**config.mk**
```make
export PLATFORM = sky130hd
export DESIGN_NAME = instruction_decode
export DESIGN_NICKNAME = d
export VERILOG_FILES = /design/src/rtl/id_pkg.sv /design/src/rtl/instruction_decode_reg_file.sv /design/src/rtl/instruction_decode.sv
export SDC_FILE = /design/constraint.sdc
export NUM_CORES = 2
export LEC_CHECK = 0
export ABC_AREA = 0
export CORE_UTILIZATION = 25
export CTS_BUF_LIST = sky130_fd_sc_hd__clkbuf_8
export CTS_CLUSTER_DIAMETER = 40
export DETAILED_ROUTE_END_ITERATION = 16
export DONT_BUFFER_PORTS = 1
export GPL_TIMING_DRIVEN = 1
export PLACE_DENSITY = 0.35
export SLEW_MARGIN = 20
export SYNTH_ARGS = -nofsm -noshare
export SYNTH_HDL_FRONTEND = slang
export SYNTH_SLANG_ARGS = --single-unit
```
**constraint.sdc**
```tcl
create_clock -name clk -period 16.22 [get_ports clk]
set_input_delay 4.866 -clock clk [delete_from_list [all_inputs] [get_ports clk]]
set_output_delay 4.866 -clock clk [all_outputs]
set_load 0.05 [all_outputs]
```
**src/rtl/id_pkg.sv**
```systemverilog
// Shared definitions for the instruction decode stage: opcode/funct
// constants, ALU operation encoding, the ID/EX register layout and the
// control decoder used by instruction_decode.
package id_pkg;

  localparam logic [5:0] OP_RTYPE = 6'h00;
  localparam logic [5:0] OP_J     = 6'h02;
  localparam logic [5:0] OP_BEQ   = 6'h04;
  localparam logic [5:0] OP_BNE   = 6'h05;
  localparam logic [5:0] OP_ADDI  = 6'h08;
  localparam logic [5:0] OP_LW    = 6'h23;
  localparam logic [5:0] OP_SW    = 6'h2B;

  localparam logic [5:0] FN_ADD   = 6'h20;
  localparam logic [5:0] FN_SUB   = 6'h22;
  localparam logic [5:0] FN_AND   = 6'h24;
  localparam logic [5:0] FN_OR    = 6'h25;
  localparam logic [5:0] FN_SLT   = 6'h2A;

  typedef enum logic [2:0] {
    ALU_ADD = 3'd0,
    ALU_SUB = 3'd1,
    ALU_AND = 3'd2,
    ALU_OR  = 3'd3,
    ALU_SLT = 3'd4
  } alu_op_t;

  // ID/EX register payload (PC is kept separately since its width is a parameter)
  typedef struct packed {
    logic        valid;
    logic [31:0] rs_data;
    logic [31:0] rt_data;
    logic [31:0] imm;
    logic [4:0]  rs;
    logic [4:0]  rt;
    logic [4:0]  dest;
    alu_op_t     alu_op;
    logic        alu_src;
    logic        mem_read;
    logic        mem_write;
    logic        reg_write;
  } idex_t;

  // Decoded control for the instruction currently in ID
  typedef struct packed {
    logic    known;
    logic    reads_rs;
    logic    reads_rt;
    logic    is_branch;
    logic    branch_ne;
    logic    is_jump;
    logic    reg_write;
    logic    dest_is_rd;
    logic    mem_read;
    logic    mem_write;
    logic    alu_src;
    alu_op_t alu_op;
  } ctrl_t;

  // Unsupported opcodes/functs (including the all-zero word) decode to all-zero control
  function automatic ctrl_t decode_ctrl(input logic [31:0] instr);
    ctrl_t c;
    c = '0;
    case (instr[31:26])
      OP_RTYPE: begin
        c.known      = 1'b1;
        c.reads_rs   = 1'b1;
        c.reads_rt   = 1'b1;
        c.reg_write  = 1'b1;
        c.dest_is_rd = 1'b1;
        case (instr[5:0])
          FN_ADD:  c.alu_op = ALU_ADD;
          FN_SUB:  c.alu_op = ALU_SUB;
          FN_AND:  c.alu_op = ALU_AND;
          FN_OR:   c.alu_op = ALU_OR;
          FN_SLT:  c.alu_op = ALU_SLT;
          default: c.known  = 1'b0;
        endcase
      end
      OP_ADDI: begin
        c.known     = 1'b1;
        c.reads_rs  = 1'b1;
        c.reg_write = 1'b1;
        c.alu_src   = 1'b1;
        c.alu_op    = ALU_ADD;
      end
      OP_LW: begin
        c.known     = 1'b1;
        c.reads_rs  = 1'b1;
        c.reg_write = 1'b1;
        c.mem_read  = 1'b1;
        c.alu_src   = 1'b1;
        c.alu_op    = ALU_ADD;
      end
      OP_SW: begin
        c.known     = 1'b1;
        c.reads_rs  = 1'b1;
        c.reads_rt  = 1'b1;
        c.mem_write = 1'b1;
        c.alu_src   = 1'b1;
        c.alu_op    = ALU_ADD;
      end
      OP_BEQ, OP_BNE: begin
        c.known     = 1'b1;
        c.reads_rs  = 1'b1;
        c.reads_rt  = 1'b1;
        c.is_branch = 1'b1;
        c.branch_ne = (instr[31:26] == OP_BNE);
        c.alu_op    = ALU_SUB;
      end
      OP_J: begin
        c.known   = 1'b1;
        c.is_jump = 1'b1;
        c.alu_op  = ALU_ADD;
      end
      default: c.known = 1'b0;
    endcase
    if (!c.known) c = '0;
    return c;
  endfunction

endpackage

```
**src/rtl/instruction_decode_reg_file.sv**
```systemverilog
// 32x32 register file, two asynchronous reads, one synchronous write.
// r0 always reads zero. With ID_RF_BYPASS_EN defined a read of the register
// being written this cycle returns the incoming write data.
module reg_file (
  input  logic        clk,
  input  logic        reset,
  input  logic        we,
  input  logic [4:0]  wa,
  input  logic [31:0] wd,
  input  logic [4:0]  ra1,
  output logic [31:0] rd1,
  input  logic [4:0]  ra2,
  output logic [31:0] rd2
);

  logic [31:0] mem_q [32];
  logic [31:0] mem_d [32];

  // Next register contents: single write port, r0 never written
  always_comb begin
    mem_d = mem_q;
    if (we && (wa != 5'd0)) mem_d[wa] = wd;
  end

  // Register storage, cleared on reset
  always_ff @(posedge clk) begin
    if (reset) begin
      for (int unsigned i = 0; i < 32; i++) mem_q[i] <= '0;
    end else begin
      mem_q <= mem_d;
    end
  end

  // Read ports
  always_comb begin
    rd1 = (ra1 == 5'd0) ? '0 : mem_q[ra1];
    rd2 = (ra2 == 5'd0) ? '0 : mem_q[ra2];
`ifdef ID_RF_BYPASS_EN
    if (we && (wa != 5'd0) && (wa == ra1)) rd1 = wd;
    if (we && (wa != 5'd0) && (wa == ra2)) rd2 = wd;
`endif
  end

endmodule

```
**src/rtl/instruction_decode.sv**
```systemverilog
// Pipeline ID stage: register file, control decode, load-use / branch / write-back
// hazard stalls, branch and jump resolution, and the ID/EX pipeline register.
// Optional macro ID_RF_BYPASS_EN: register-file write-then-read bypass; when
// undefined, a source matching the in-flight write-back stalls one cycle instead.
module instruction_decode
  import id_pkg::*;
#(
  parameter int PC_W   = 32,
  parameter int INST_W = 32
) (
  input  logic              clk,
  input  logic              reset,
  input  logic              enable,
  input  logic [INST_W-1:0] if_instruction,
  input  logic [PC_W-1:0]   if_pc,
  input  logic              wb_reg_write,
  input  logic [4:0]        wb_rd,
  input  logic [31:0]       wb_data,
  input  logic              mem_reg_write,
  input  logic [4:0]        mem_rd,
  output logic              ctr_nop,
  output logic              ctr_PC_src,
  output logic [PC_W-1:0]   PCin,
  output logic              ex_valid,
  output logic [PC_W-1:0]   ex_pc,
  output logic [31:0]       ex_rs_data,
  output logic [31:0]       ex_rt_data,
  output logic [31:0]       ex_imm,
  output logic [4:0]        ex_rs,
  output logic [4:0]        ex_rt,
  output logic [4:0]        ex_dest,
  output logic [2:0]        ex_alu_op,
  output logic              ex_alu_src,
  output logic              ex_mem_read,
  output logic              ex_mem_write,
  output logic              ex_reg_write
);

  ctrl_t           ctrl;
  logic [4:0]      f_rs, f_rt, f_rd;
  logic [31:0]     imm_sext;
  logic [31:0]     rs_data, rt_data;
  logic [PC_W-1:0] pc_plus4, br_target, j_target;
  logic            active, load_use, branch_haz, wb_haz, stall, redirect;

  idex_t           idex_q, idex_d;
  logic [PC_W-1:0] ex_pc_q, ex_pc_d;
  logic            squash_q, squash_d;

  reg_file u_rf (
    .clk   (clk),
    .reset (reset),
    .we    (wb_reg_write & enable),
    .wa    (wb_rd),
    .wd    (wb_data),
    .ra1   (f_rs),
    .rd1   (rs_data),
    .ra2   (f_rt),
    .rd2   (rt_data)
  );

  // Field extraction, control decode and target computation
  always_comb begin
    ctrl      = decode_ctrl(if_instruction[31:0]);
    f_rs      = if_instruction[25:21];
    f_rt      = if_instruction[20:16];
    f_rd      = if_instruction[15:11];
    imm_sext  = {{16{if_instruction[15]}}, if_instruction[15:0]};
    pc_plus4  = if_pc + PC_W'(4);
    br_target = pc_plus4 + PC_W'({imm_sext[29:0], 2'b00});
    j_target  = {pc_plus4[PC_W-1:28], if_instruction[25:0], 2'b00};
  end

  // Hazard detection and redirect; a squashed or unknown instruction never stalls or redirects
  always_comb begin
    active   = enable & ~reset & ~squash_q & ctrl.known;
    load_use = idex_q.valid & idex_q.mem_read & (idex_q.dest != 5'd0) &
               ((ctrl.reads_rs & (idex_q.dest == f_rs)) |
                (ctrl.reads_rt & (idex_q.dest == f_rt)));
    branch_haz = ctrl.is_branch &
                 (((f_rs != 5'd0) & ((idex_q.reg_write & (idex_q.dest == f_rs)) |
                                     (mem_reg_write & (mem_rd == f_rs)))) |
                  ((f_rt != 5'd0) & ((idex_q.reg_write & (idex_q.dest == f_rt)) |
                                     (mem_reg_write & (mem_rd == f_rt)))));
`ifdef ID_RF_BYPASS_EN
    wb_haz = 1'b0;
`else
    wb_haz = wb_reg_write & (wb_rd != 5'd0) &
             ((ctrl.reads_rs & (wb_rd == f_rs)) | (ctrl.reads_rt & (wb_rd == f_rt)));
`endif
    stall    = active & (load_use | branch_haz | wb_haz);
    redirect = active & ~stall &
               (ctrl.is_jump |
                (ctrl.is_branch & ((rs_data == rt_data) ^ ctrl.branch_ne)));
    ctr_nop    = stall;
    ctr_PC_src = redirect;
    PCin       = ctrl.is_jump ? j_target : br_target;
  end

  // Next ID/EX contents: bubble on stall, squash or unknown instruction
  always_comb begin
    idex_d   = idex_q;
    ex_pc_d  = ex_pc_q;
    squash_d = squash_q;
    if (enable) begin
      squash_d = redirect;
      if (active && !stall) begin
        idex_d.valid     = 1'b1;
        idex_d.rs_data   = rs_data;
        idex_d.rt_data   = rt_data;
        idex_d.imm       = imm_sext;
        idex_d.rs        = f_rs;
        idex_d.rt        = f_rt;
        idex_d.dest      = !ctrl.reg_write ? 5'd0 : (ctrl.dest_is_rd ? f_rd : f_rt);
        idex_d.alu_op    = ctrl.alu_op;
        idex_d.alu_src   = ctrl.alu_src;
        idex_d.mem_read  = ctrl.mem_read;
        idex_d.mem_write = ctrl.mem_write;
        idex_d.reg_write = ctrl.reg_write;
        ex_pc_d          = if_pc;
      end else begin
        idex_d  = '0;
        ex_pc_d = '0;
      end
    end
  end

  // ID/EX register and squash flag
  always_ff @(posedge clk) begin
    if (reset) begin
      idex_q   <= '0;
      ex_pc_q  <= '0;
      squash_q <= 1'b0;
    end else begin
      idex_q   <= idex_d;
      ex_pc_q  <= ex_pc_d;
      squash_q <= squash_d;
    end
  end

  assign ex_valid     = idex_q.valid;
  assign ex_pc        = ex_pc_q;
  assign ex_rs_data   = idex_q.rs_data;
  assign ex_rt_data   = idex_q.rt_data;
  assign ex_imm       = idex_q.imm;
  assign ex_rs        = idex_q.rs;
  assign ex_rt        = idex_q.rt;
  assign ex_dest      = idex_q.dest;
  assign ex_alu_op    = idex_q.alu_op;
  assign ex_alu_src   = idex_q.alu_src;
  assign ex_mem_read  = idex_q.mem_read;
  assign ex_mem_write = idex_q.mem_write;
  assign ex_reg_write = idex_q.reg_write;

endmodule

```
==> metrics.txt <==
# TYPE chip_impl_metric gauge
chip_impl_metric{name="seq_power_share",unit=""} 0.401
chip_impl_metric{name="clock_sink_count",unit=""} 1135
chip_impl_metric{name="synthesis.area",unit="mm^2"} 0.0586
chip_impl_metric{name="synth-seq-area-share",unit=""} 0.388
chip_impl_metric{name="finalPower",unit="mW"} 7.02
chip_impl_metric{name="final_core_util",unit=""} 0.286
chip_impl_metric{name="routed-via-count",unit=""} 52471
chip_impl_info{name="critical_path.startpoint_type",value="input pin"} 1
chip_impl_metric{name="post_synth_num_cell_types",unit=""} 76
chip_impl_metric{name="clock_path_buffers",unit=""} 4
chip_impl_metric{name="io_buffers",unit=""} 0
chip_impl_info{name="rsz0062_at_grt",value="false"} 1
chip_impl_info{name="timing_worst_setup_path_type",value="input pin to output pin"} 1
chip_impl_info{name="hold_class",value="flop to flop"} 1
chip_impl_metric{name="post-cts-setup-buffer-count",unit=""} 0
chip_impl_metric{name="tns",unit="ns"} 0
chip_impl_metric{name="grt_util_all_layers",unit=""} 0.238
chip_impl_metric{name="synth_enable_flop_cells",unit=""} 0
chip_impl_metric{name="detail_route.drc_violations",unit=""} 0
chip_impl_metric{name="clkSlewWorstSetupHoldPaths",unit="ns"} 0.06
chip_impl_metric{name="timing.reg2reg.setup_slack",unit="ns"} 12.00
chip_impl_metric{name="setup_viol_count_final",unit=""} 0
chip_impl_metric{name="post_drt_wl_per_cell",unit="um"} 29.0
chip_impl_metric{name="ctsHtreeMaxLevel",unit=""} 5
chip_impl_info{name="synthTopCellsByArea",value="sky130_fd_sc_hd__dfxtp_1, sky130_fd_sc_hd__mux4_2, sky130_fd_sc_hd__nand2_1, sky130_fd_sc_hd__a21oi_1, sky130_fd_sc_hd__mux2i_1"} 1
chip_impl_metric{name="clk_pwr_share",unit=""} 0.536
chip_impl_metric{name="fin_hold_ws",unit="ns"} 0.460
chip_impl_metric{name="vdd_ir_drop_max",unit="V"} 0.0000887
chip_impl_metric{name="floorplan.die_area",unit="mm^2"} 0.236
chip_impl_info{name="crit_top_cell",value="sky130_fd_sc_hd__buf_16"} 1
chip_impl_metric{name="final_max_slew_violation_count",unit=""} 0
chip_impl_metric{name="grt_first_pass_wirelength",unit="um"} 402000
chip_impl_info{name="ctsRootBufferMaster",value="sky130_fd_sc_hd__clkbuf_8"} 1
chip_impl_metric{name="count_of_pins_on_the_block_boundary",unit=""} 296
chip_impl_info{name="tritoncts_clock_tree",value="built"} 1
chip_impl_metric{name="cts_inserted_buffers",unit=""} 282
chip_impl_info{name="status",value="completed"} 1
chip_impl_metric{name="layout_min_cycle_time",unit="ns"} 15.13
chip_impl_metric{name="worst-r2r-cell-count",unit=""} 10
chip_impl_info{name="cp-startpoint",value="if_instruction[21]"} 1
chip_impl_metric{name="place.detailed.hpwl",unit="um"} 165000
chip_impl_metric{name="die_w",unit="um"} 486
chip_impl_metric{name="wl",unit="um"} 288000
chip_impl_metric{name="final_nets",unit=""} 6783
chip_impl_metric{name="required",unit="ns"} 11.35
chip_impl_metric{name="worst_pin_slew",unit="ns"} 1.30
chip_impl_metric{name="crit_fanout",unit=""} 82
chip_impl_metric{name="critical_path_arrival",unit="ns"} 10.27
chip_impl_metric{name="power.leakage",unit="nW"} 21.8
chip_impl_info{name="synth_area_leader_cell",value="sky130_fd_sc_hd__dfxtp_1"} 1
chip_impl_metric{name="core.rowCount",unit=""} 177
chip_impl_metric{name="sw_frac_of_total",unit=""} 0.257
chip_impl_info{name="r2r_end",value="squash_q$_SDFFE_PP0P_"} 1
chip_impl_metric{name="core",unit="mm^2"} 0.233
chip_impl_metric{name="syn-num-nets",unit=""} 7044
chip_impl_metric{name="holdBufCountCts",unit=""} 0
chip_impl_metric{name="area_growth",unit="%"} 13.8
chip_impl_metric{name="timing.clock.skew",unit="ns"} 0.0776
chip_impl_metric{name="yosysWarningCount",unit=""} 0
chip_impl_metric{name="drive_gt1_frac",unit=""} 0.149
chip_impl_metric{name="synthArstFlopShare",unit=""} 0
chip_impl_metric{name="synth_top_area_share",unit=""} 0.388
chip_impl_metric{name="first_global_vias",unit=""} 49805
chip_impl_info{name="yosys_most_used_dff",value="sky130_fd_sc_hd__dfxtp_1"} 1
chip_impl_metric{name="power.combinational.fraction",unit=""} 0.063
chip_impl_metric{name="total_switching_power",unit="mW"} 1.80
chip_impl_metric{name="timing.max_cap.violations",unit=""} 0
chip_impl_metric{name="synthCells",unit=""} 6898
chip_impl_metric{name="grt_start_max_net_pins",unit=""} 1137
chip_impl_metric{name="number_of_nets_with_antenna_violations_after_routing",unit=""} 0
chip_impl_metric{name="antenna_found_initial",unit=""} 11
chip_impl_metric{name="global_route.overflow_total",unit=""} 0
chip_impl_metric{name="synthesis.area_per_instance",unit="um^2"} 8.49
chip_impl_metric{name="post-route-period-util",unit=""} 0.933
chip_impl_metric{name="power_density",unit="mW/mm^2"} 105
chip_impl_info{name="cp_cell_sequence",value="buf_16 > buf_16 > mux4_2 > a22o_1 > a221oi_1 > and3_1 > xnor2_1 > nand4_1 > nor4_2 > a31oi_1 > o31ai_2 > inv_1"} 1
chip_impl_info{name="slowest_stage",value="sky130_fd_sc_hd__a221oi_1"} 1
chip_impl_info{name="endpoint_kind",value="output pin"} 1
chip_impl_metric{name="gp_congestion",unit=""} 0.841
chip_impl_metric{name="max_freq",unit="MHz"} 66.1
chip_impl_metric{name="initial_util",unit=""} 0.252
chip_impl_metric{name="fill_cells",unit=""} 24609
chip_impl_metric{name="vias_per_cell",unit=""} 5.27
chip_impl_metric{name="clock_latency",unit="ns"} 1.07
chip_impl_metric{name="synth-seq-cells",unit=""} 1135
chip_impl_metric{name="int_power",unit="mW"} 5.22
chip_impl_info{name="critical_path.reg2reg.startpoint",value="u_rf.mem_q[533]$_SDFFE_PP0P_"} 1
chip_impl_metric{name="slew-limit-headroom",unit=""} 0.131
chip_impl_metric{name="dieHeight",unit="um"} 486
chip_impl_metric{name="drt_iter0_markers",unit=""} 5380
chip_impl_metric{name="number_of_gates_given_a_new_drive_strength_after_cts",unit=""} 0
chip_impl_metric{name="detailedRoute.firstPassIterationCount",unit=""} 6
chip_impl_info{name="worst_setup_path_endpoint",value="ctr_PC_src"} 1
chip_impl_metric{name="cp_slowest_stage_delay",unit="ns"} 0.77
chip_impl_metric{name="final_hold_viol_count",unit=""} 0
[logic make-up after synthesis]
logic type,after synthesis,share of synthesized area
compound gates,1560,0.153
mux,653,0.192
xor+xnor,113,0.0169
buf+inv,695,0.0579
fa+ha+maj,35,0.00761
simple gates,2707,0.185
flops,1135,0.388
[critical path: cells and delay by family]
family	cells	cell delay (ns)
AO/OA/AOI/OAI	4	1.47
buffers and inverters	3	1.37
AND/OR/NAND/NOR	3	1.28
multiplexers	1	0.61
XOR/XNOR	1	0.35
[cells in the mapped netlist, drive strengths merged (20+ instances only)]
cell type and n:
nand2 2178, dfxtp 1135, a21oi 1116, clkbuf 497, mux4 374, mux2i 274, nor2 271, buf 182
a22oi 179, a221oi 80, xnor2 76, o21ai 69, and3 65, a22o 52, nand3 42, xor2 37
nor3 36, ha 34, nand4 20
[worst min path at each step]
stage          cells after the start  slack (ns)                         start                            to
3_3_place_gp                       2        0.45         squash_q$_SDFFE_PP0P_         squash_q$_SDFFE_PP0P_
5_1_grt                            2        0.47  u_rf.mem_q[304]$_SDFFE_PP0P_  u_rf.mem_q[304]$_SDFFE_PP0P_
2_1_floorplan                      2        0.44         squash_q$_SDFFE_PP0P_         squash_q$_SDFFE_PP0P_
6_report                           2        0.46         squash_q$_SDFFE_PP0P_         squash_q$_SDFFE_PP0P_
3_5_place_dp                       2        0.45         squash_q$_SDFFE_PP0P_         squash_q$_SDFFE_PP0P_
4_1_cts                            2        0.46         squash_q$_SDFFE_PP0P_         squash_q$_SDFFE_PP0P_
[per-layer routing]
metal	global-route usage	share of wire	up-vias
met1	0.323	0.44	26434
met3	0.0532	0.081	406
li1	-	-	23529
met4	0.0633	0.024	6
met2	0.376	0.45	2096
met5	0	0.00014	-
[layout by cell type, fill, tap and decap left out, types with 31 or more instances in the layout]
| cell | n |
|---|---|
| sky130_fd_sc_hd__clkbuf_8 | 321 |
| sky130_fd_sc_hd__mux2i_1 | 274 |
| sky130_fd_sc_hd__mux4_2 | 374 |
| sky130_fd_sc_hd__a221oi_1 | 80 |
| sky130_fd_sc_hd__a22oi_1 | 179 |
| sky130_fd_sc_hd__nand3_1 | 42 |
| sky130_fd_sc_hd__dfxtp_1 | 1134 |
| sky130_fd_sc_hd__nor2_1 | 236 |
| sky130_fd_sc_hd__nand2_1 | 2152 |
| sky130_fd_sc_hd__clkinv_2 | 31 |
| sky130_fd_sc_hd__ha_1 | 34 |
| sky130_fd_sc_hd__and3_1 | 62 |
| sky130_fd_sc_hd__xor2_1 | 37 |
| sky130_fd_sc_hd__a21oi_1 | 1115 |
| sky130_fd_sc_hd__buf_4 | 122 |
| sky130_fd_sc_hd__inv_1 | 80 |
| sky130_fd_sc_hd__xnor2_1 | 76 |
| sky130_fd_sc_hd__nor3_1 | 34 |
| sky130_fd_sc_hd__nor2_4 | 34 |
| sky130_fd_sc_hd__a22o_1 | 52 |
| sky130_fd_sc_hd__o21ai_0 | 52 |
[through the flow]
| stage | setup WS [ns] | instance area [um^2] | std cells |
|---|---|---|---|
| finish | 1.09 | 66600 | 9955 |
| global route | 0.959 | 66600 | 9948 |
| CTS | 2.04 | 66400 | 9939 |
| detailed placement | 2.06 | 60500 | 9477 |
| global placement | 2.03 | 60500 | 9475 |
| floorplan | 2.42 | 58600 | 6898 |
[cell type report]
type / instances / area, um^2 / share of cell area
multi-input cells: 5068 / 32900 / 0.494
flip-flops and latches: 1135 / 22700 / 0.341
clock buffers: 321 / 4420 / 0.0663
well taps: 3132 / 3920 / 0.0588
clock inverters: 141 / 1420 / 0.0212
repair buffers: 134 / 1170 / 0.0176
inverters: 16 / 62.6 / 0.000939
diodes: 8 / 20.0 / 0.000301
[power by group through the flow]
stage	registers, mW	clock network (mW)	logic [mW]
2_1_floorplan	2.87	0	0.418
3_3_place_gp	2.87	0	0.375
3_5_place_dp	2.87	0	0.375
4_1_cts	2.82	3.85	0.376
5_1_grt	2.82	3.99	0.460
6_report	2.82	3.77	0.439
[registers in the layout, summed over array words and instances, names as in the netlist, 3 cells and up]
signal and cells:
u_rf.mem_q 999, ex_pc 32, ex_rs_data 32, ex_rt_data 32
ex_imm 16, ex_dest 5, ex_rs 5, ex_rt 5
ex_alu_op 3
Note: power is estimated with default switching activity, not from simulation.
